[config.mk]
export PLATFORM = sky130hd
export DESIGN_NAME = mux_scan_flat
export DESIGN_NICKNAME = d
export VERILOG_FILES = /design/src/rtl/mux_scan_if.sv /design/src/rtl/mux_scan.sv /design/src/flat_wrapper.sv
export SDC_FILE = /design/constraint.sdc
export NUM_CORES = 1
export LEC_CHECK = 0
export ABC_AREA = 1
export CORE_MARGIN = 3
export CORE_UTILIZATION = 54
export CTS_BUF_LIST = sky130_fd_sc_hd__clkbuf_16
export CTS_CLUSTER_DIAMETER = 120
export DETAILED_ROUTE_END_ITERATION = 8
export HOLD_SLACK_MARGIN = 0.02
export PLACE_DENSITY = 0.95
export SETUP_SLACK_MARGIN = 0.05
export SLEW_MARGIN = 10
export SYNTH_ARGS = -nofsm -noshare
export SYNTH_HDL_FRONTEND = slang
export SYNTH_SLANG_ARGS = --single-unit
[constraint.sdc]
create_clock -name clk -period 5.2 [get_ports clk]
set_input_delay 0.52 -clock clk [delete_from_list [all_inputs] [get_ports clk]]
set_output_delay 0.52 -clock clk [all_outputs]
set_load 0.02 [all_outputs]
[src/rtl/mux_scan_if.sv]
`default_nettype none
// mux_scan_if: data, control and result bundle for the mux_scan block. Rev 1.0
interface mux_scan_if #(
  parameter int CHANNELS = 8,
  parameter int WIDTH    = 4,
  parameter int SEL_W    = 3,
  parameter int DWELL_W  = 8
);
  logic [CHANNELS*WIDTH-1:0] in_data;
  logic                      mode;
  logic [SEL_W-1:0]          sel;
  logic [DWELL_W-1:0]        dwell;
  logic [CHANNELS-1:0]       ch_en;

  logic [WIDTH-1:0]          out;
  logic [SEL_W-1:0]          out_ch;
  logic                      out_valid;
  logic                      wrap;

  modport master (
    output in_data, mode, sel, dwell, ch_en,
    input  out, out_ch, out_valid, wrap
  );

  modport slave (
    input  in_data, mode, sel, dwell, ch_en,
    output out, out_ch, out_valid, wrap
  );
endinterface
`default_nettype wire

[src/rtl/mux_scan.sv]
`default_nettype none
// mux_scan: registered N-channel mux with manual select and a dwell-timed
// scan over an enable mask, reporting channel, valid and wrap. Rev 1.0
module mux_scan #(
  parameter int CHANNELS = 8,
  parameter int WIDTH    = 4,
  parameter int SEL_W    = 3,
  parameter int DWELL_W  = 8
) (
  input logic       clk,
  input logic       rst_n,
  mux_scan_if.slave bus
);

  typedef enum logic [1:0] {
    ST_MANUAL = 2'd0,
    ST_SCAN   = 2'd1,
    ST_HALT   = 2'd2
  } state_t;

  localparam int              IDX_W    = (CHANNELS > 1) ? $clog2(CHANNELS) : 1;
  localparam logic [SEL_W:0]  CH_LIMIT = (SEL_W+1)'(CHANNELS);

  logic [WIDTH-1:0] w_ch_data [CHANNELS];

  for (genvar k = 0; k < CHANNELS; k++) begin : g_unpack
    assign w_ch_data[k] = bus.in_data[k*WIDTH +: WIDTH];
  end

  state_t             r_state, w_state;
  logic [SEL_W-1:0]   r_cur, w_cur;
  logic [DWELL_W-1:0] r_cnt, w_cnt;
  logic               r_wrapped, w_wrapped;
  logic [WIDTH-1:0]   r_out, w_out;
  logic [SEL_W-1:0]   r_out_ch, w_out_ch;
  logic               r_valid, w_valid;
  logic               r_wrap, w_wrap;

  logic [SEL_W-1:0]   w_lowest;
  logic [SEL_W-1:0]   w_next;
  logic [DWELL_W-1:0] w_dwell_last;
  logic               w_sel_ok;
  logic               w_cur_en;
  logic               w_any_en;

  assign w_sel_ok     = ({1'b0, bus.sel} < CH_LIMIT);
  assign w_dwell_last = (bus.dwell == '0) ? '0 : bus.dwell - DWELL_W'(1);
  assign w_cur_en     = bus.ch_en[IDX_W'(r_cur)];
  assign w_any_en     = (bus.ch_en != '0);

  always_comb begin
    w_lowest = '0;
    for (int i = CHANNELS - 1; i >= 0; i--) begin
      if (bus.ch_en[IDX_W'(i)]) w_lowest = SEL_W'(i);
    end
  end

  // Rotate-and-find-first: walk offsets from the far end so the nearest
  // enabled channel above cur is the last one written.
  always_comb begin
    int idx;
    idx    = 0;
    w_next = r_cur;
    for (int i = CHANNELS; i >= 1; i--) begin
      idx = int'(r_cur) + i;
      if (idx >= CHANNELS) idx = idx - CHANNELS;
      if (bus.ch_en[IDX_W'(idx)]) w_next = SEL_W'(idx);
    end
  end

  always_comb begin
    w_state   = r_state;
    w_cur     = r_cur;
    w_cnt     = r_cnt;
    w_wrapped = 1'b0;
    w_out     = r_out;
    w_out_ch  = r_out_ch;
    w_valid   = 1'b0;
    w_wrap    = 1'b0;

    if (!bus.mode) begin
      w_state  = ST_MANUAL;
      w_cur    = '0;
      w_cnt    = '0;
      w_out    = w_sel_ok ? w_ch_data[IDX_W'(bus.sel)] : '0;
      w_out_ch = bus.sel;
      w_valid  = w_sel_ok;
    end else if (!w_any_en) begin
      w_state = ST_HALT;
      w_cnt   = '0;
    end else if (r_state != ST_SCAN) begin
      w_state = ST_SCAN;
      w_cur   = w_lowest;
      w_cnt   = '0;
    end else begin
      // The wrap flag is delayed one cycle so it marks the first sample
      // of the channel reached by the wrapping advance.
      w_out    = w_ch_data[IDX_W'(r_cur)];
      w_out_ch = r_cur;
      w_valid  = 1'b1;
      w_wrap   = r_wrapped;
      if (!w_cur_en || (r_cnt >= w_dwell_last)) begin
        w_cur     = w_next;
        w_cnt     = '0;
        w_wrapped = (w_next <= r_cur);
      end else begin
        w_cnt = r_cnt + DWELL_W'(1);
      end
    end
  end

  always_ff @(posedge clk) begin
    if (!rst_n) begin
      r_state   <= ST_MANUAL;
      r_cur     <= '0;
      r_cnt     <= '0;
      r_wrapped <= 1'b0;
      r_out     <= '0;
      r_out_ch  <= '0;
      r_valid   <= 1'b0;
      r_wrap    <= 1'b0;
    end else begin
      r_state   <= w_state;
      r_cur     <= w_cur;
      r_cnt     <= w_cnt;
      r_wrapped <= w_wrapped;
      r_out     <= w_out;
      r_out_ch  <= w_out_ch;
      r_valid   <= w_valid;
      r_wrap    <= w_wrap;
    end
  end

  assign bus.out       = r_out;
  assign bus.out_ch    = r_out_ch;
  assign bus.out_valid = r_valid;
  assign bus.wrap      = r_wrap;

endmodule
`default_nettype wire

[src/flat_wrapper.sv]
// flat-port wrapper written by rule: the top's interface ports become plain ports
module mux_scan_flat 
#(
  parameter int CHANNELS = 8,
  parameter int WIDTH    = 4,
  parameter int SEL_W    = 3,
  parameter int DWELL_W  = 8
)
  (clk, rst_n, bus_in_data, bus_mode, bus_sel, bus_dwell, bus_ch_en, bus_out, bus_out_ch, bus_out_valid, bus_wrap);
  mux_scan_if #(.CHANNELS(CHANNELS), .WIDTH(WIDTH), .SEL_W(SEL_W), .DWELL_W(DWELL_W)) bus_i ();
  input logic clk;
  input logic rst_n;
  input wire logic [$bits(bus_i.in_data)-1:0] bus_in_data;
  input wire logic [$bits(bus_i.mode)-1:0] bus_mode;
  input wire logic [$bits(bus_i.sel)-1:0] bus_sel;
  input wire logic [$bits(bus_i.dwell)-1:0] bus_dwell;
  input wire logic [$bits(bus_i.ch_en)-1:0] bus_ch_en;
  output wire logic [$bits(bus_i.out)-1:0] bus_out;
  output wire logic [$bits(bus_i.out_ch)-1:0] bus_out_ch;
  output wire logic [$bits(bus_i.out_valid)-1:0] bus_out_valid;
  output wire logic [$bits(bus_i.wrap)-1:0] bus_wrap;
  assign bus_i.in_data = bus_in_data;
  assign bus_i.mode = bus_mode;
  assign bus_i.sel = bus_sel;
  assign bus_i.dwell = bus_dwell;
  assign bus_i.ch_en = bus_ch_en;
  assign bus_out = bus_i.out;
  assign bus_out_ch = bus_i.out_ch;
  assign bus_out_valid = bus_i.out_valid;
  assign bus_wrap = bus_i.wrap;
  mux_scan #(.CHANNELS(CHANNELS), .WIDTH(WIDTH), .SEL_W(SEL_W), .DWELL_W(DWELL_W)) u_core (.clk(clk), .rst_n(rst_n), .bus(bus_i));
endmodule
==> summary.md, run 1 <==
| Metric | Value |
|---|---|
| Distinct cell type count after synthesis | `42` |
| Clock Tree Buf Depth | `2` |
| Max-cap violations | `0` |
| Upper clock frequency limit | `0.3090 GHz` |
| Area added between synthesis and finish | `27.67%` |
| Number of antenna violations at the first check in global routing | `0` |
| Final worst-path cycle share | `between 60 and 70%` |
| Routed Antenna Nets | `0` |
| Vias per cell | `5.913` |
| Post-DR wirelength/cell | `~15 um` |
| Endpoints failing hold | `0` |
| Power Dens Cells | `192.6 mW/mm2` |
| Final critical-path required period | `3236 ps` |
| CP required | `5340 ps` |
| Setup Viol. Count Final | `0` |
| Sequential area share after synthesis | `18.61%` |
| Input/output buffers | `62` |
| CTS tree | `done` |
| Total routed wire length on the met1 layer | `3.044 mm` |
| Detailed-route DRC error count | `0` |
| Leak | `1.430 nW` |
| Total number of vias | `3045` |
| Synthesized net count | `between 400 and 500` |
| Initial drt markers | `just under 300` |
| CTS sink count | `23` |
| Crit start category | `input pin` |
| Largest net degree at the start of global routing | `30` |
| Total grt overflow | `0` |
| Top metal layer carrying routed signals | `met4` |
| Total negative slack | `0 ps` |
| Post-route design area | `0.003158 mm2` |
| Amount of wire on met3 after detailed routing | `641 um` |
| Synthesized instance count | `411` |
| Signal arrival time at the worst endpoint | `approximately 3400 ps` |
| Width of the chip | `73.68 um` |
| Setup CP Type | `in2reg` |
| Via count of the first global-routing pass | `2789` |
| Wire length of the first global-routing pass | `12.49 mm` |
| Global routing usage summed across all routing layers | `28.68%` |
| CTS Root Cell | `sky130_fd_sc_hd__clkbuf_16` |
| Post-synthesis sequential element count | `23` |
| Maximum net fanout on the critical path | `4` |
| # Post-CTS Setup Buffers | `0` |
| Initial core utilization | `58.87%` |
| I/O pin count | `63` |
| Net count, final | `~540` |
| Cell area after placement | `0.003079 mm2` |
| Layout cell share with drive strength beyond 1 | `6.237%` |
| Synth warnings | `0` |
| Detailed-routing iteration count for the pre-antenna-repair pass | `5` |
| Post-synth design cell area | `0.002474 mm2` |
| Antenna Cells | `0` |
| Most common flop cell mapped by yosys | `sky130_fd_sc_hd__dfxtp_1` |
| DR WL met2 | `3.862 mm` |
| Commonest cells after routing, fill and taps aside | `77 x sky130_fd_sc_hd__nand2_1, 68 x sky130_fd_sc_hd__nor2_1, 62 x sky130_fd_sc_hd__clkdlybuf4s50_1` |
| Slew at the pin with the worst max-slew slack | `631.4 ps` |
| Cell row count | `23` |
| Number of fillers in the final layout | `343` |
| Normalized max-slew margin | `57.78%` |
| Syn avg cell area | `6.019 um2` |
| Most frequent standard cell in the layout excluding fill and tap cells | `sky130_fd_sc_hd__nand2_1` |
| Number of clock buffers inserted by TritonCTS | `3` |
| Worst IR Drop VDD | `0.09919 mV` |
| Die height | `73.68 um` |
| Clock Skew | `8.167 ps` |
| Source-to-sink clock delay at the later pin of the worst-skew pair | `260 ps` |
| HP Class | `reg2reg` |
| Wire length reported by the detailed router | `7.766 mm` |
| H-tree Lvls | `1` |
| Half-perimeter wire length after placement | `about 6 mm` |
| Total core area | `0.004202 mm2` |
| Layout Utilization | `75.16%` |
| Unrepaired setup endpoints after global routing | `no` |
| Gates resized, CTS repair | `0` |
| Final weighted congestion in routability-driven placement | `0.8810` |
| Clock input transition at the sequential cells of the worst setup and hold paths | `about 60 ps` |
| Share of synthesized registers carrying an async set or reset | `0%` |
| Element type at the critical path end | `flop` |
| Outcome | `complete, no violations` |
| Area enclosed by the die boundary | `0.005429 mm2` |
| CTS Hold Buffers Added | `0` |
| Number of flops mapped to enable cells by yosys | `0` |
| Pins Over Slew Limit | `0` |
[final timing paths]
kind,startpoint,end,slack (ps),cells past startpoint
worst max-delay path,bus_dwell[2],u_core.r_cur[0],1960,16
worst min-delay path,u_core.r_wrapped,u_core.bus.wrap,410,2
worst max register to register,u_core.r_cur[1],u_core.r_wrapped,2130,18
worst min register to register,u_core.r_wrapped,u_core.bus.wrap,410,2
[synthesized netlist by cell type, types with 2 or more instances]
cell | instances | area [um2]
sky130_fd_sc_hd__nand2_1 | 77 | 289.0
sky130_fd_sc_hd__nor2_1 | 68 | 255.2
sky130_fd_sc_hd__o21ai_0 | 49 | 245.2
sky130_fd_sc_hd__inv_1 | 43 | 161.4
sky130_fd_sc_hd__a21oi_1 | 32 | 160.2
sky130_fd_sc_hd__nand3_1 | 29 | 145.1
sky130_fd_sc_hd__dfxtp_1 | 23 | 460.4
sky130_fd_sc_hd__ha_1 | 15 | 187.7
sky130_fd_sc_hd__nand3_2 | 7 | 70.07
sky130_fd_sc_hd__clkbuf_1 | 6 | 22.52
sky130_fd_sc_hd__nand2_2 | 6 | 37.54
sky130_fd_sc_hd__xor2_1 | 6 | 52.55
sky130_fd_sc_hd__o22ai_1 | 4 | 25.02
sky130_fd_sc_hd__a31oi_1 | 3 | 18.77
sky130_fd_sc_hd__a41oi_1 | 3 | 26.28
sky130_fd_sc_hd__buf_6 | 3 | 33.78
sky130_fd_sc_hd__nor3_1 | 3 | 15.01
sky130_fd_sc_hd__a21boi_0 | 2 | 15.01
sky130_fd_sc_hd__buf_2 | 2 | 10.01
sky130_fd_sc_hd__inv_2 | 2 | 7.510
sky130_fd_sc_hd__inv_4 | 2 | 12.51
sky130_fd_sc_hd__nand2_4 | 2 | 22.52
sky130_fd_sc_hd__nand3b_1 | 2 | 15.01
sky130_fd_sc_hd__nand4_1 | 2 | 12.51
sky130_fd_sc_hd__nor3b_1 | 2 | 15.01
sky130_fd_sc_hd__o21ai_1 | 2 | 10.01
[cells by family (layout without fill, tap and decap cells)]
kind of cell / count (synthesis) / count (layout) / share of synthesized area, %
AOI/OAI and AO/OA: 102 / 102 / 22.56
xor gates and xnor gates: 7 / 7 / 2.479
adders and majority gates: 15 / 15 / 7.587
buffers and inverters: 61 / 115 / 11.13
DFF: 23 / 23 / 18.61
muxes: 1 / 1 / 0.4047
and+or+nand+nor: 202 / 202 / 37.23
[sequential cells by signal (all words and copies together), names as in the netlist]
name and count:
u_core.bus.out_ch 3, u_core.r_cnt 8, u_core.bus.wrap 1, u_core.r_state 2, u_core.bus.out_valid 1, u_core.r_cur 3, u_core.bus.out 4, u_core.r_wrapped 1
[critical path: stages]
cell and delay (ps):
sky130_fd_sc_hd__clkdlybuf4s50_1 470, sky130_fd_sc_hd__nor2_1 180, sky130_fd_sc_hd__nand2_1 80, sky130_fd_sc_hd__nor2_1 110, sky130_fd_sc_hd__inv_1 60, sky130_fd_sc_hd__nor3_1 190
sky130_fd_sc_hd__xor2_1 200, sky130_fd_sc_hd__nand2_1 80, sky130_fd_sc_hd__ha_1 330, sky130_fd_sc_hd__a21oi_1 220, sky130_fd_sc_hd__o21a_1 160, sky130_fd_sc_hd__nand3_1 110
sky130_fd_sc_hd__nor3_2 220, sky130_fd_sc_hd__nor2_1 100, sky130_fd_sc_hd__o21ai_0 290, sky130_fd_sc_hd__a21oi_2 60
[layer usage]
layer  track usage, %  vias to the layer above
li1                 -                     1478
met1            34.56                     1368
met2            51.08                      167
met3            4.241                       32
met4            10.06                        0
met5                0                        -
[per-stage QoR]
step	std cells	hold WS [ps]	power, W	setup slack (ps)
6_report	515	413.8	0.0006082	1964
5_1_grt	515	438.1	0.0006434	1726
4_1_cts	515	416.1	0.0006012	2068
3_5_place_dp	511	406.6	0.0004370	1890
3_3_place_gp	511	399.6	0.0004276	2150
2_1_floorplan	411	393.6	0.0003474	2480
[final cells by class]
cell class	count	area (um2)	area share [%]
clock buffer	3	75.07	2.377
multi-input combinational	327	1738	55.03
tap	50	62.56	1.981
clock inverter	1	3.754	0.1189
sequential	23	460.4	14.58
timing repair buffer	63	628.1	19.89
inverter	48	190.2	6.022
[report_power, final]
part / total (W) / internal (W) / leakage, nW / switching [W]
Sequential: 0.000190 / 0.000183 / 0.188 / 0.00000625
Combinational: 0.000251 / 0.000108 / 1.20 / 0.000143
Clock: 0.000168 / 0.000103 / 0.0423 / 0.0000652
Power figures use the tool's default switching activity.
==> run 2, diff against run 1 <==
- CORE_UTILIZATION: 54 -> 50
- PLACE_DENSITY: 0.95 -> 0.93
- clock period: 5.2 -> 3.2 ns (I/O delays scaled with it)
==> summary.md, run 2 (synthesized netlist as in run 1, its figures left out) <==
| Metric | Value |
|---|---|
| Outcome | `complete, no violations` |
| Worst IR Drop VDD | `about 0.2 mV` |
| Largest net degree at the start of global routing | `30` |
| Slowest cell on the critical path | `sky130_fd_sc_hd__ha_1` |
| Area enclosed by the die boundary | `0.005827 mm2` |
| Area used by multi-input combinational logic | `0.001738 mm2` |
| Register area | `roughly 460 um2` |
| Power Dens Cells | `307.4 mW/mm2` |
| Cell row count | `24` |
| Max-cap violations | `0` |
| Maximum net fanout on the critical path | `26` |
| Number of antenna violations at the first check in global routing | `0` |
| Post-DR wirelength/cell | `roughly 13 um` |
| H-tree Lvls | `1` |
| Maximum single-stage delay on the critical path | `430 ps` |
| HP Class | `reg2reg` |
| Clock input transition at the sequential cells of the worst setup and hold paths | `60 ps` |
| M3 GR Usage | `3.901%` |
| Cell Count Post-Placement | `around 530` |
| Endpoints failing hold | `0` |
| Via count of the first global-routing pass | `~2800` |
| Top cell by count, worst path | `sky130_fd_sc_hd__nand2_1` |
| Total core area | `0.004564 mm2` |
| Net count, final | `537` |
| Number of clock buffers inserted by TritonCTS | `3` |
| Largest register FFs | `8` |
| Final critical-path required period | `2834 ps` |
| Source-to-sink clock delay at the later pin of the worst-skew pair | `about 260 ps` |
| Input/output buffers | `slightly above 60` |
| Pins Over Slew Limit | `0` |
| CTS sink count | `23` |
| Layout cell share with drive strength beyond 1 | `6.852%` |
| Half-perimeter wire length after placement | `5.481 mm` |
| Final worst-path cycle share | `88.57%` |
| Total number of vias | `2934` |
| Die height | `between 70 and 80 um` |
| Detailed-route DRC error count | `0` |
| Top reg by flops | `u_core.r_cnt` |
| Fraction of met2 tracks used by global routing | `42.97%` |
| Initial drt markers | `150` |
| Element type at the critical path end | `flop` |
| Number of fillers in the final layout | `415` |
| Antenna Cells | `0` |
| Wire length reported by the detailed router | `7.127 mm` |
| Wire length of the first global-routing pass | `12.21 mm` |
| Area added between synthesis and finish | `29.08%` |
| Commonest cells after routing, fill and taps aside | `77 x sky130_fd_sc_hd__nand2_1, 68 x sky130_fd_sc_hd__nor2_1, 62 x sky130_fd_sc_hd__clkdlybuf4s50_1` |
| Initial core utilization | `between 50 and 60%` |
| Leak | `1.439 nW` |
| Final weighted congestion in routability-driven placement | `about 0.9` |
| Unrepaired setup endpoints after global routing | `no` |
| Final standard cell count with taps included and fillers excluded | `~530` |
| Signal arrival time at the worst endpoint | `3020 ps` |
| Routing usage on met1 | `between 30% and 40%` |
| Highest-utilization routing layer at the global route stage | `met2` |
| Routed Antenna Nets | `0` |
| Normalized max-slew margin | `roughly 67%` |
| Layout Utilization | `69.96%` |
| Upper clock frequency limit | `~0.35 GHz` |
| CTS Root Cell | `sky130_fd_sc_hd__clkbuf_16` |
| CTS tree | `done` |
| Detailed-routing iteration count for the pre-antenna-repair pass | `5` |
| Clock Tree Buf Depth | `2` |
| Total negative slack | `0 ps` |
| Setup CP Type | `reg2reg` |
| CTS Hold Buffers Added | `0` |
| Vias per cell | `5.515` |
| Gates resized, CTS repair | `0` |
| Most frequent standard cell in the layout excluding fill and tap cells | `sky130_fd_sc_hd__nand2_1` |
| # Post-CTS Setup Buffers | `0` |
| Crit start category | `flop` |
| Min Hold Slack | `411.9 ps` |
| Clock Skew | `3.216 ps` |
| Setup Viol. Count Final | `0` |
| Global routing usage summed across all routing layers | `24.44%` |
| Slew at the pin with the worst max-slew slack | `500.5 ps` |
| Width of the chip | `76.34 um` |
| CP required | `about 3400 ps` |
| I/O pin count | `63` |
| Total grt overflow | `0` |
| Cell-by-cell trace of the critical path | `inv_6 -> ha_1 -> inv_1 -> nand3_1 -> nand3_1 -> nand2_1 -> nand3_1 -> nand2_1 -> nand2_1 -> nand2_1 -> nand2_1 -> nand2_1 -> nand2_1 -> nand2_1 -> nand2_1 -> ha_1 -> a21oi_1 -> a32oi_1 -> nor3_1` |
run 2: cell types whose count changed in the layout (fill, tap and decap cells not counted), sizes merged:
cell / previous run / this run
clkinv: 0 / 1
inv: 49 / 48
buf: 1 / 3
run 2: worst max-delay path: cells and delay by family (launching register included):
family          cells  cell delay [ps]
buf+inv             2              290
fa+ha+maj           2              770
simple gates       13             1100
compound gates      2              210
flops               1              400
run 2: path summary, 6_finish.rpt:
check,to,slack [ps],depth (start not counted),startpoint
setup / recovery,u_core.r_wrapped,370,19,u_core.r_cur[0]
hold / removal,u_core.bus.wrap,410,2,u_core.r_wrapped
setup reg to reg,u_core.r_wrapped,370,19,u_core.r_cur[0]
hold reg to reg,u_core.bus.wrap,410,2,u_core.r_wrapped
run 2: power breakdown:
part / leakage (nW) / switching, W / internal (W) / total, W
sequential: 0.188 / 0.00000728 / 0.000298 / 0.000305
combinational: 1.21 / 0.000231 / 0.000176 / 0.000407
clock: 0.0409 / 0.000101 / 0.000168 / 0.000269
run 2: stage by stage:
stage	setup WS, ps	area [um2]	power [W]
floorplan	479.6	2474	0.0005645
global placement	368.5	3113	0.0006985
finish	365.6	3193	0.0009816
detailed placement	195.5	3113	0.0007084
CTS	429.6	3193	0.0009811
global route	138.8	3193	0.001046
run 2: final cells by class:
type	instances	share of cell area, %
Multi-Input combinational cell	327	54.43
Inverter	48	5.956
Sequential cell	23	14.42
Clock buffer	3	2.351
Tap cell	65	2.547
Timing Repair Buffer	65	20.14
Clock inverter	1	0.1567
run 2: routing by layer:
layer | vias up | wire length [um]
met4 | 0 | 112
met5 | - | 0
met3 | 13 | 502
li1 | 1481 | -
met2 | 130 | 3528
met1 | 1310 | 2984
